### src/rtl/seq_divider.sv
// seq_divider: iterative radix-2 restoring divider, signed/unsigned DIV/REM with valid/data_ok handshake
module seq_divider #(
    parameter int WIDTH = 64
) (
    input  logic             clk,
    input  logic             reset,
    input  logic             valid,
    input  logic             is_signed,
    input  logic [WIDTH-1:0] a,
    input  logic [WIDTH-1:0] b,
    output logic [WIDTH-1:0] quot,
    output logic [WIDTH-1:0] rem,
    output logic             data_ok,
    output logic             busy
);
    localparam int CW = $clog2(WIDTH);
    typedef enum logic [1:0] {IDLE, BUSY, DONE} state_t;
    state_t state, next;
    logic [CW-1:0] cnt;
    logic [WIDTH-1:0] rpart, dvd, mb, la, lb, diff, nrem, ndvd;
    logic [WIDTH:0] shifted;
    logic ls, sa, sb, borrow, ge, last, same;
    always_comb begin
        shifted = {rpart, dvd[WIDTH-1]};
        // shifted[WIDTH] set means the shifted remainder already exceeds any divisor magnitude
        {borrow, diff} = {1'b0, shifted[WIDTH-1:0]} - {1'b0, mb};
        ge = shifted[WIDTH] | ~borrow;
        nrem = ge ? diff : shifted[WIDTH-1:0];
        ndvd = {dvd[WIDTH-2:0], ge};
        last = cnt == CW'(WIDTH-1);
        same = valid && a == la && b == lb && is_signed == ls;
        next = state == IDLE ? (valid ? (b == '0 ? DONE : BUSY) : IDLE) :
               state == BUSY ? (!valid ? IDLE : (last ? DONE : BUSY)) :
               (state == DONE && same) ? DONE : IDLE;
    end
    always_ff @(posedge clk or posedge reset)
        if (reset) state <= IDLE;
        else state <= next;
    always_ff @(posedge clk or posedge reset) begin
        if (reset) begin
            cnt <= '0;
            rpart <= '0;
            dvd <= '0;
            mb <= '0;
            la <= '0;
            lb <= '0;
            ls <= 1'b0;
            sa <= 1'b0;
            sb <= 1'b0;
            quot <= '0;
            rem <= '0;
        end else if (state == IDLE && valid) begin
            la <= a;
            lb <= b;
            ls <= is_signed;
            sa <= is_signed & a[WIDTH-1];
            sb <= is_signed & b[WIDTH-1];
            dvd <= (is_signed && a[WIDTH-1]) ? -a : a;
            mb <= (is_signed && b[WIDTH-1]) ? -b : b;
            rpart <= '0;
            cnt <= '0;
            if (b == '0) begin
                quot <= '1;
                rem <= a;
            end
        end else if (state == BUSY) begin
            rpart <= nrem;
            dvd <= ndvd;
            cnt <= cnt + 1'b1;
            if (valid && last) begin
                quot <= (sa ^ sb) ? -ndvd : ndvd;
                rem <= sa ? -nrem : nrem;
            end
        end
    end
    assign busy = state == BUSY;
    assign data_ok = state == DONE;
endmodule

### config.mk
export PLATFORM = sky130hd
export DESIGN_NAME = seq_divider
export DESIGN_NICKNAME = d
export VERILOG_FILES = /design/src/rtl/seq_divider.sv
export SDC_FILE = /design/constraint.sdc
export NUM_CORES = 2
export LEC_CHECK = 0
export BUFFER_PORTS_ARGS = -buffer_cell sky130_fd_sc_hd__buf_2
export CORE_MARGIN = 2
export CORE_UTILIZATION = 50
export DETAILED_ROUTE_END_ITERATION = 16
export PLACE_DENSITY = 0.69
export SYNTH_ARGS = -nofsm -noshare
export SYNTH_HDL_FRONTEND = slang
export SYNTH_SLANG_ARGS = --single-unit
### constraint.sdc
create_clock -name clk -period 17.2 [get_ports clk]
set_input_delay 0.86 -clock clk [delete_from_list [all_inputs] [get_ports clk]]
set_output_delay 0.86 -clock clk [all_outputs]
set_load 0.01 [all_outputs]
==> impl_metrics.toml <==
[pwr]
static-leakage-power_nw = 15.45
pwr-share-comb_pct = 55.6
power.density_mw_per_mm2 = 171.2
swShare_pct = 49.85
vdd_drop_max_v = 0.00009676
p_seq_share_pct = 24.5
power.switching_w = 0.003012
p_clk_share_pct = 19.9
power.internal_w = 0.003030

[synth]
synth_seq_area_share_pct = 36.06
syn_inst = 4038
syn_area_per_cell_um2 = 7.871
ys.flop_type = "dfrtp_1"
yosys_warnings = 0
synth_cell_type_count = 99
synth_edf_count = 0
ys_async_sr_fraction_pct = 100.0
syn_area_mm2 = 0.03178
yosysMostFrequentCell = "nand2_1"
syn_nets = 4240
yosys-top-cells-count = "nand2_1, dfrtp_1, o21ai_0"
synth_area_leaders = "dfrtp_1, nand2_1, xnor2_1, o21ai_0, xor2_1"
synth_top_area_share_pct = 36.06
ys_seq_elements = 458
synth_top_cell_by_area = "dfrtp_1"

[final_layout]
instances_no_fill = 5023
design_area_mm2 = 0.03528
fin_nets = 4330
area_delta_synth_final_pct = 11.01
fin_util_pct = 56.03
drive_gt1_share_pct = 11.10

[worst_setup_path]
start_kind = "flop"
arrival_ns = 7.07
rrSetupSlack_ns = 10.62
crit_path_start = "rpart[14]"
rr_startpoint = "rpart[14]"
critPathKind = "flop to flop"
rr_endpoint = "rem[62]"
crit_end = "rem[62]"
crit_path_end_kind = "flop"
worst-path-max-fanout = 45
cp.required_ns = 17.69
r2r_cells = 16

[timing]
timing.final.crit_share_pct = 38.26
slew_viol_final = 0
tns_ns = 0
worst_clock_skew_ns = 0.02498
worstMarginPinSlew_ns = 1.294
maxSlewHeadroom_pct = 13.00
final_hold_viol_count = 0
rsz0062_at_grt = "no"
setup_violations = 0
final.min_clock_period_ns = 6.580
finalWorstSetupSlack_ns = 10.62
fmax_mhz = 152.0

[clock_network]
insertion_delay_ns = 0.63
htree_levels = 2
cts_hold_buf = 0
cts_buffer_depth = 3
clk_pin_slew_ns = 0.07
cts_resized = 0
clock-sinks = 458
root_buffer = "clkbuf_16"
post-cts-setup-buffer-count = 0
cts_tree = "done"
numCtsBuffers = 51

[floorplanning]
num_rows = 92
core-area_mm2 = 0.06297
ios = 262
die_area_mm2 = 0.06560
dieHeight_um = 256.1
die_w_um = 256.1
initial_utilization_pct = 50.48

[global_routing]
grt_pass1_vias = 29030
grt_max_degree = 220
grt_pass1_wl_um = 188100
grt_antenna_before_repair = 10
grt_overflow_total = 0
grtUsageTotal_pct = 37.62

[placement]
gp_congestion = 0.9946
dpl.hpwl_um = 96690
place_area_mm2 = 0.03341
dp_cells = 4921
portBuffers = 261
place_ws_ns = 10.97

[routing]
wl_per_cell_um = 25.24
drtPass1Iterations = 6
routed_via_density = 6.329
drt-total-wl_um = 126800
drt_iter0_drc = 4182
vias = 31790
drc = 0
antenna_left = 0

[outcome]
status = "complete, no violations"

[worst_hold_path]
hp-class = "primary input to asynchronous set/reset pin"

[run]
cap_viol_max_count = 0
==> worst max-delay path, cell delays in order (launching register included) <==
cell,delay [ns]
dfrtp_1,0.48
ha_1,0.44
a21oi_2,0.23
o21ai_0,0.22
a22oi_1,0.42
a2111oi_1,0.20
or4_4,0.87
o21ai_0,0.67
ha_1,0.33
nand2_1,0.08
mux2i_2,0.38
o21ai_1,0.33
a2111oi_2,0.62
nand3_1,0.31
nor4_1,0.53
and4_1,0.25
nor3_1,0.04
==> layout make-up <==
type	count	area, µm²
Clock inverter	18	290.3
Antenna cell	7	17.52
Clock buffer	77	1564
Inverter	103	396.6
Multi-Input combinational cell	3222	18940
Tap cell	846	1059
Timing Repair Buffer	292	1551
Sequential cell	458	11460
Fill cell	6043	27680
==> sequential cells by signal, summed over array words and instances, names as in the netlist <==
name,flops
cnt,6
dvd,64
la,64
lb,63
ls,1
mb,64
quot,64
rem,64
rpart,64
sa,1
sb,1
state,2
==> placed cells by master, fill, tap and decap left out, drive strengths merged, types with 52 or more instances in the layout <==
| cell type | n |
|---|---|
| dfrtp | 458 |
| xor2 | 139 |
| buf | 292 |
| xnor2 | 210 |
| nand3 | 108 |
| nand4 | 66 |
| nor4 | 62 |
| nand2 | 783 |
| clkbuf | 77 |
| o31ai | 52 |
| a21oi | 240 |
| inv | 105 |
| nor3 | 103 |
| nor2 | 302 |
| o21ai | 385 |
| a31oi | 101 |
| ha | 69 |
| or3 | 56 |
==> power by group through the flow <==
| stage | clock [W] | sequential [W] | combinational [W] |
|---|---|---|---|
| 3_3_place_gp | 0 | 0.00148 | 0.00326 |
| 2_1_floorplan | 0 | 0.00142 | 0.00225 |
| 6_report | 0.00120 | 0.00148 | 0.00336 |
| 4_1_cts | 0.00121 | 0.00147 | 0.00327 |
| 3_5_place_dp | 0 | 0.00149 | 0.00325 |
| 5_1_grt | 0.00125 | 0.00150 | 0.00360 |
==> cell families (layout without fill, tap and decap cells) <==
family	count (synthesis)	after routing	synth area share [%]
xor+xnor	349	349	9.617
flops	458	458	36.06
buf+inv	358	490	4.511
compound gates	1093	1093	21.61
fa+ha+maj	70	70	2.779
other cells	0	7	0
simple gates	1668	1668	24.06
mux	42	42	1.362
==> worst min-delay path by stage <==
stage	start	endpoint	cells after the start
2_1_floorplan	cnt[5]	cnt[5]	1
3_3_place_gp	cnt[5]	cnt[5]	1
3_5_place_dp	mb[24]	mb[24]	2
4_1_cts	reset	dvd[20]	2
5_1_grt	reset	quot[62]	2
6_report	reset	quot[50]	2
==> layer usage <==
layer / GRT usage, % / part of all wire, % / routed length, µm / vias to the layer above
met1: 51.79 / 41 / 52150 / 15330
met3: 9.358 / 11 / 13760 / 256
li1: - / - / - / 14530
met4: 13.58 / 4.2 / 5352 / 6
met5: 0 / 0.027 / 34 / -
met2: 57.38 / 44 / 55490 / 1667
==> stage by stage <==
step | power, W | hold slack (ns)
3_5_place_dp | 0.004734 | 0.4736
3_3_place_gp | 0.004742 | 0.4570
2_1_floorplan | 0.003669 | 0.4396
4_1_cts | 0.005949 | 0.4443
6_report | 0.006042 | 0.3914
5_1_grt | 0.006353 | 0.4729
(Power assumes the default switching activity.)
